**config.mk**
```make
export PLATFORM = sky130hd
export DESIGN_NAME = i2c_control_queue
export DESIGN_NICKNAME = d
export VERILOG_FILES = /design/src/rtl/i2c_control_queue.sv
export SDC_FILE = /design/constraint.sdc
export NUM_CORES = 1
export LEC_CHECK = 0
export CAP_MARGIN = 20
export CORE_MARGIN = 2
export CORE_UTILIZATION = 40
export CTS_CLUSTER_DIAMETER = 100
export CTS_CLUSTER_SIZE = 16
export DETAILED_ROUTE_END_ITERATION = 8
export GPL_TIMING_DRIVEN = 0
export PLACE_DENSITY_LB_ADDON = 0.12
export SLEW_MARGIN = 10
export SYNTH_ARGS = -nofsm -noshare
export SYNTH_HDL_FRONTEND = slang
export SYNTH_SLANG_ARGS = --single-unit
export TNS_END_PERCENT = 20
```
**constraint.sdc**
```tcl
create_clock -name clk -period 7 [get_ports clk]
set_input_delay 1.4 -clock clk [delete_from_list [all_inputs] [get_ports clk]]
set_output_delay 1.4 -clock clk [all_outputs]
set_load 0.05 [all_outputs]
```
**src/rtl/i2c_control_queue.sv**
```systemverilog
// Purpose: DEPTH-entry descriptor queue between the APB register file and the I2C master FSM.
// Latency: a load_next moves the queue head into the active registers at the next edge; loaded pulses with it.
// Backpressure: a push into a full queue is dropped and flagged (overflow) unless a load frees a slot the same cycle.
// Optional feature: I2C_CTRLQ_DIV_CLAMP_EN raises pushed dividers below MIN_CLOCK_DIV to MIN_CLOCK_DIV.
module i2c_control_queue #(
    parameter int DEPTH           = 4,
    parameter int ADDR_W          = 10,
    parameter int DIV_W           = 32,
    parameter int RESET_CLOCK_DIV = 300,
    parameter int MIN_CLOCK_DIV   = 4
) (
    input  logic                       clk,
    input  logic                       n_rst,
    input  logic                       push,
    input  logic [ADDR_W-1:0]          u_bus_address,
    input  logic                       u_data_direction,
    input  logic                       u_address_mode,
    input  logic                       u_stretch_enabled,
    input  logic [DIV_W-1:0]           u_clock_div,
    input  logic                       load_next,
    input  logic                       flush,
    output logic [ADDR_W-1:0]          bus_address,
    output logic                       data_direction,
    output logic                       address_mode,
    output logic                       stretch_enabled,
    output logic [DIV_W-1:0]           clock_div,
    output logic                       loaded,
    output logic                       full,
    output logic                       empty,
    output logic [$clog2(DEPTH+1)-1:0] count,
    output logic                       overflow,
    output logic                       underflow
);

    localparam int PTR_W = $clog2(DEPTH);
    localparam int CNT_W = $clog2(DEPTH+1);

    typedef struct packed {
        logic [ADDR_W-1:0] bus_address;
        logic              data_direction;
        logic              address_mode;
        logic              stretch_enabled;
        logic [DIV_W-1:0]  clock_div;
    } desc_t;

    desc_t             mem [DEPTH];
    desc_t             wr_desc;
    logic [PTR_W-1:0]  wr_ptr;
    logic [PTR_W-1:0]  rd_ptr;
    logic              do_push;
    logic              do_load;
    logic              overflow_nxt;
    logic              underflow_nxt;
    logic [CNT_W-1:0]  count_nxt;

    assign full  = (count == CNT_W'(DEPTH));
    assign empty = (count == '0);

    // Build the descriptor to store, applying the optional divider floor
    always_comb begin
        wr_desc.bus_address     = u_bus_address;
        wr_desc.data_direction  = u_data_direction;
        wr_desc.address_mode    = u_address_mode;
        wr_desc.stretch_enabled = u_stretch_enabled;
`ifdef I2C_CTRLQ_DIV_CLAMP_EN
        wr_desc.clock_div = (u_clock_div < DIV_W'(MIN_CLOCK_DIV)) ? DIV_W'(MIN_CLOCK_DIV) : u_clock_div;
`else
        wr_desc.clock_div = u_clock_div;
`endif
    end

    // Decide which operations take effect; flush masks everything, a load frees a slot for a same-cycle push
    always_comb begin
        do_load       = load_next && !flush && !empty;
        do_push       = push && !flush && (!full || do_load);
        overflow_nxt  = push && !flush && full && !do_load;
        underflow_nxt = load_next && !flush && empty;
        count_nxt     = count;
        if (flush) begin
            count_nxt = '0;
        end else if (do_push && !do_load) begin
            count_nxt = count + CNT_W'(1);
        end else if (do_load && !do_push) begin
            count_nxt = count - CNT_W'(1);
        end
    end

    // Descriptor storage; contents need no reset since count gates every read
    always_ff @(posedge clk) begin
        if (do_push) begin
            mem[wr_ptr] <= wr_desc;
        end
    end

    // Pointers, occupancy and status pulses
    always_ff @(posedge clk or negedge n_rst) begin
        if (!n_rst) begin
            wr_ptr    <= '0;
            rd_ptr    <= '0;
            count     <= '0;
            loaded    <= 1'b0;
            overflow  <= 1'b0;
            underflow <= 1'b0;
        end else begin
            count     <= count_nxt;
            loaded    <= do_load;
            overflow  <= overflow_nxt;
            underflow <= underflow_nxt;
            if (flush) begin
                wr_ptr <= '0;
                rd_ptr <= '0;
            end else begin
                if (do_push) wr_ptr <= wr_ptr + PTR_W'(1);
                if (do_load) rd_ptr <= rd_ptr + PTR_W'(1);
            end
        end
    end

    // Active descriptor registers change only on a successful load
    always_ff @(posedge clk or negedge n_rst) begin
        if (!n_rst) begin
            bus_address     <= '0;
            data_direction  <= 1'b0;
            address_mode    <= 1'b0;
            stretch_enabled <= 1'b1;
            clock_div       <= DIV_W'(RESET_CLOCK_DIV);
        end else if (do_load) begin
            bus_address     <= mem[rd_ptr].bus_address;
            data_direction  <= mem[rd_ptr].data_direction;
            address_mode    <= mem[rd_ptr].address_mode;
            stretch_enabled <= mem[rd_ptr].stretch_enabled;
            clock_div       <= mem[rd_ptr].clock_div;
        end
    end

endmodule

```
==> Word-level counts from Yosys, hierarchy flattened <==
Memory sizes are Yosys's and may differ from the RTL's. A register that Yosys moved wholly into a read port is not among the register bits.
Index checks and enable logic that the tools add are counted.
{ "word_totals": {"ff_bits": 10, "mem_bits_rw": 180, "inputBits": 50, "output_inout_bits": 53, "elab_cells": 41, "n_memories": 1} }
{ "mem_list": {"columns": ["name", "depth", "word_bits", "rd", "rd_ports_with_merged_regs", "write_ports", "line", "text"], "rows": [
  ["mem", 4, 45, 1, 1, 1, "46", "desc_t mem [DEPTH];"]
]} }
{ "op_classes": {"add_sub_neg": 4, "n_eq_ne": 1, "n_mux": 9, "n_reduce_logical": 20} }
{ "op_table": {"columns": ["op", "count"], "rows": [
  ["$logic_and 1x1->1", 9],
  ["$mux 3", 3],
  ["$mux 2", 4],
  ["$logic_not 1->1", 6],
  ["$add 2x1->2 const B", 2],
  ["$reduce_bool 2->1", 2],
  ["$add 3x1->3 const B", 1],
  ["$eq 3x3->1 const B", 1],
  ["$logic_not 3->1", 1],
  ["$reduce_bool 3->1", 1],
  ["$sub 3x1->3 const B", 1],
  ["$mux 1", 2],
  ["$logic_or 1x1->1", 1]
]} }

==> Longest topological paths before layout <==
Gate-level depths: netlist of the first run.
{ "depth": {"depth_word": 10, "depth_mapped": 9} }

==> Worst setup path after synthesis of the first run <==
OpenSTA, ideal clock, no wires.
{ "synth_path": {"path_kind": "input to register", "start": "input port load_next", "end": "memory mem[0][0] (netlist bit), enable pin", "setup_time_ns": 0.407, "arrival_time_ns": 3.013, "required_ns": 6.593, "slack_ns": 3.580, "path_stages": 3, "path_cell_list": "or4b_4 nor3b_1 and2_1"} }
{ "synth_via": {"elab_chain_len": 6} }
{ "synth_rtl": {"columns": ["element", "line", "text"], "rows": [
  ["start: declaration", "20", "input logic load_next,"],
  ["$logic_and 1x1->1 (2 in series)", "74", "do_load = load_next && !flush && !empty;"],
  ["$logic_or 1x1->1", "75", "do_push = push && !flush && (!full || do_load);"],
  ["$logic_and 1x1->1", "75", null],
  ["$mux 1", "90", "if (do_push) begin"],
  ["$mux 1 (not written as such)", "91", "mem[wr_ptr] <= wr_desc;"],
  ["end: declaration", "46", null]
]} }
No other way between the ends.

==> Final worst setup path of the first run <==
{ "layout_path": {"start": "register count[1]", "end": "output port empty"} }
{ "layout_via": {"elab_chain_len": 1} }
{ "layout_rtl": {"columns": ["element", "line", "text"], "rows": [
  ["start: declaration", "30", "output logic [$clog2(DEPTH+1)-1:0] count,"],
  ["start signal: assignment", "105", "count <= count_nxt;"],
  ["$logic_not 3->1", "57", "assign empty = (count == '0);"],
  ["end: declaration", "29", "output logic empty,"]
]} }
No other way between the ends.

==> flow_summary.toml, run 1 <==
[cells_and_area]
nNetsFinal = 569
final_util_pct = 49.30
diodes = 0
area_growth_pct = 21.98
fillCellCount = 1799
drive_above_1_share_pct = 26.24

[logic_synthesis]
ys_types = 33
syn-num-nets = 446
async_flop_share_pct = 23.40
ys_warn_count = 0
syn_area_per_cell_um2 = 22.42
synth_edf_count = 180
ys_ff_latch = 235
synth_area_leaders = "edfxtp_1 (62%), dfrtp_1 (14%), mux4_2 (12%)"
yosysSeqAreaShare_pct = 77.43
ys.flop_type = "edfxtp_1"
syn_inst = 391
syn_area_um2 = 8766
synth_top_area_cell = "edfxtp_1"
yosysTopAreaCellShare_pct = 61.66

[timing]
slew_headroom_pct = 47.12
rsz0062_at_grt = "no"
worst_clock_skew_ps = 20.95
fmax_mhz = 274.6
finalSetupViolations = 0
hold_slack_ps = 508.4
worst_slew_pin_slew_ps = 793.3
finalCriticalPeriod_ps = 3642
hold_viol_final = 0
tns_ps = 0
period_share_pct = 52.02
finalMaxSlewViolations = 0

[route]
wirelength_mm = 16.61
route.detailed.drc = 0
routedWlPerCell_um = 20.60
vias = 4071
dr.pass1.iters = 4
viasPerCell = 5.051
ant_nets = 0
drtIter0Drc = 211

[clock_network]
cts_tree = "done"
cts_sinks = 235
cts-root-buf = "clkbuf_16"
post_cts.repair.setup_buffers = 0
cts_buffers = 18
clkTransAtPathRegs_ps = 70
insertion_delay_ps = 490
clock_path_buffers = 3
h-tree-depth = 1
cts_hold_buf = 0
cts_resized = 0

[min_path]
min_from = "clock_div[31]"
hold_depth = 1
min_path_type = "reg -> reg"

[worst_setup_path]
endpoint_kind = "output port"
path_class = "reg -> out"
critPathLaunchType = "register"
cp_cell_sequence = "or3_4 > clkinv_2 > clkdlybuf4s50_1"
worstPathMaxFanout = 5
crit_slowest_cell = "clkdlybuf4s50_1"
arrival_ps = 2240
cp-startpoint = "count[1]"
ff2ff_path_depth = 8
r2r_start = "count[2]"
max_stage_delay_ps = 820
critical_path_required_ps = 5600

[place]
port_buffers = 102
hpwl_mm = 9.501
globalplace.congestion = 0.7019

[grt]
grt_pass1_wl_mm = 25.74
first_global_vias = 4414
globalRoute.totalOverflow = 0
antenna_found_initial = 0
grt_max_degree = 46
track_usage_pct = 14.55

[floorplanning]
die_height_um = 152.0
initial_utilization_pct = 40.42
die_x_um = 152.0
core_region_area_um2 = 21690
rows = 54
ios = 103
die_area_um2 = 23110

[pwr]
total_power_mw = 3.956
p_leak_nw = 3.583
vdd_drop_max_v = 0.0002131
p_per_area_nw_per_um2 = 370.0

[outcome]
status = "complete, no violations"

[job]
cap_violations = 0
## through the flow
stage | instance area [um^2] | setup slack (ps) | cells
2_1_floorplan | 8766 | 3580 | 391
3_3_place_gp | 10140 | 1753 | 773
3_5_place_dp | 10160 | 2978 | 774
4_1_cts | 10690 | 3315 | 806
5_1_grt | 10690 | 3277 | 806
6_report | 10690 | 3358 | 806
## power breakdown
part | switching [mW] | internal, mW
combinational | 0.739 | 0.474
clock | 0.452 | 0.508
sequential | 0.0914 | 1.69
total | 1.28 | 2.67
## layout by cell type (no fill, tap or decap), drive strengths merged, types with 2 or more instances in the layout
master,netlist,layout
and2,4,4
buf,11,13
clkbuf,5,36
clkdlybuf4s50,0,101
dfrtp,50,50
dfstp,5,5
edfxtp,180,180
ha,4,4
inv,5,5
mux2,48,48
mux2i,2,2
mux4,45,45
nand2,3,3
nand3,2,2
nor2,10,10
nor2b,3,3
xor2,2,2
## synth_stat cells (4+ instances only)
master	n
edfxtp_1	180
dfrtp_1	50
mux2_2	45
mux4_2	45
nor2_1	9
buf_2	6
clkbuf_1	5
dfstp_2	5
inv_1	5
and2_1	4
ha_1	4
## sequential cells by signal, indices dropped and copies added (netlist names)
name and cells:
bus_address 10, data_direction 1, mem 180, count 3, overflow 1, loaded 1, clock_div 32, rd_ptr 2
wr_ptr 2, underflow 1, stretch_enabled 1, address_mode 1
## critical path: cells and delay by family (launching register included)
family	cells	cell delay (ps)
simple gates	1	440
buf+inv	2	890
flops	1	410
## routing by layer
layer | GRT usage, % | wire [um] | part of all wire [%] | vias to the layer above
li1 | - | - | - | 1818
met1 | 19.14 | 7282 | 44 | 2149
met2 | 24.88 | 8295 | 50 | 88
met3 | 3.080 | 802 | 4.8 | 16
met4 | 3.738 | 225 | 1.4 | 0
met5 | 0 | 0 | 0 | -
## path summary, 6_finish.rpt
path | end | slack [ps]
max | empty | 3360
max in group asynchronous | clock_div[2] | 5590
max reg2reg | count[2] | 4430
min reg2reg | clock_div[31] | 510
min | clock_div[31] | 510
min in group asynchronous | clock_div[6] | 820
## logic make-up after synthesis
kind of cell / count (synthesis) / synth area share [%]
fa+ha+maj: 5 / 0.7993
xor+xnor: 3 / 0.2998
mux: 95 / 17.96
compound gates: 2 / 0.2997
buf+inv: 22 / 1.342
flops: 235 / 77.43
simple gates: 29 / 1.870
## final cells by class
cell class                      instances  area, um^2  area share (%)
Buffer                                 16       93.84          0.8776
Clock buffer                           31       520.5           4.868
Clock inverter                          1       7.507         0.07021
Inverter                                6       23.77          0.2223
Multi-Input combinational cell        134        1871           17.49
Sequential cell                       235        6788           63.48
Tap cell                              280       350.3           3.276
Timing Repair Buffer                  103        1039           9.712
Note: power is estimated with default switching activity, not from simulation.
==> inputs of run 2 (changes only) <==
==> constraint.sdc (replaced) <==
create_clock -name clk -period 3.72 [get_ports clk]
set_input_delay 0.744 -clock clk [delete_from_list [all_inputs] [get_ports clk]]
set_output_delay 0.744 -clock clk [all_outputs]
set_load 0.05 [all_outputs]
==> results of run 2 <==
The final DEF is identical to that of run 1. Status: complete, no violations.
Among the figures that moved: setup slack after placement 2978 ps -> 354.2 ps; setup slack after layout 3358 ps -> 734.3 ps; hold slack 508.4 ps -> 160.5 ps; register-to-register setup slack 4430 ps -> 1150 ps; total power 3.956 mW -> 7.444 mW; worst IR drop on VDD 0.0002131 V -> 0.0004009 V
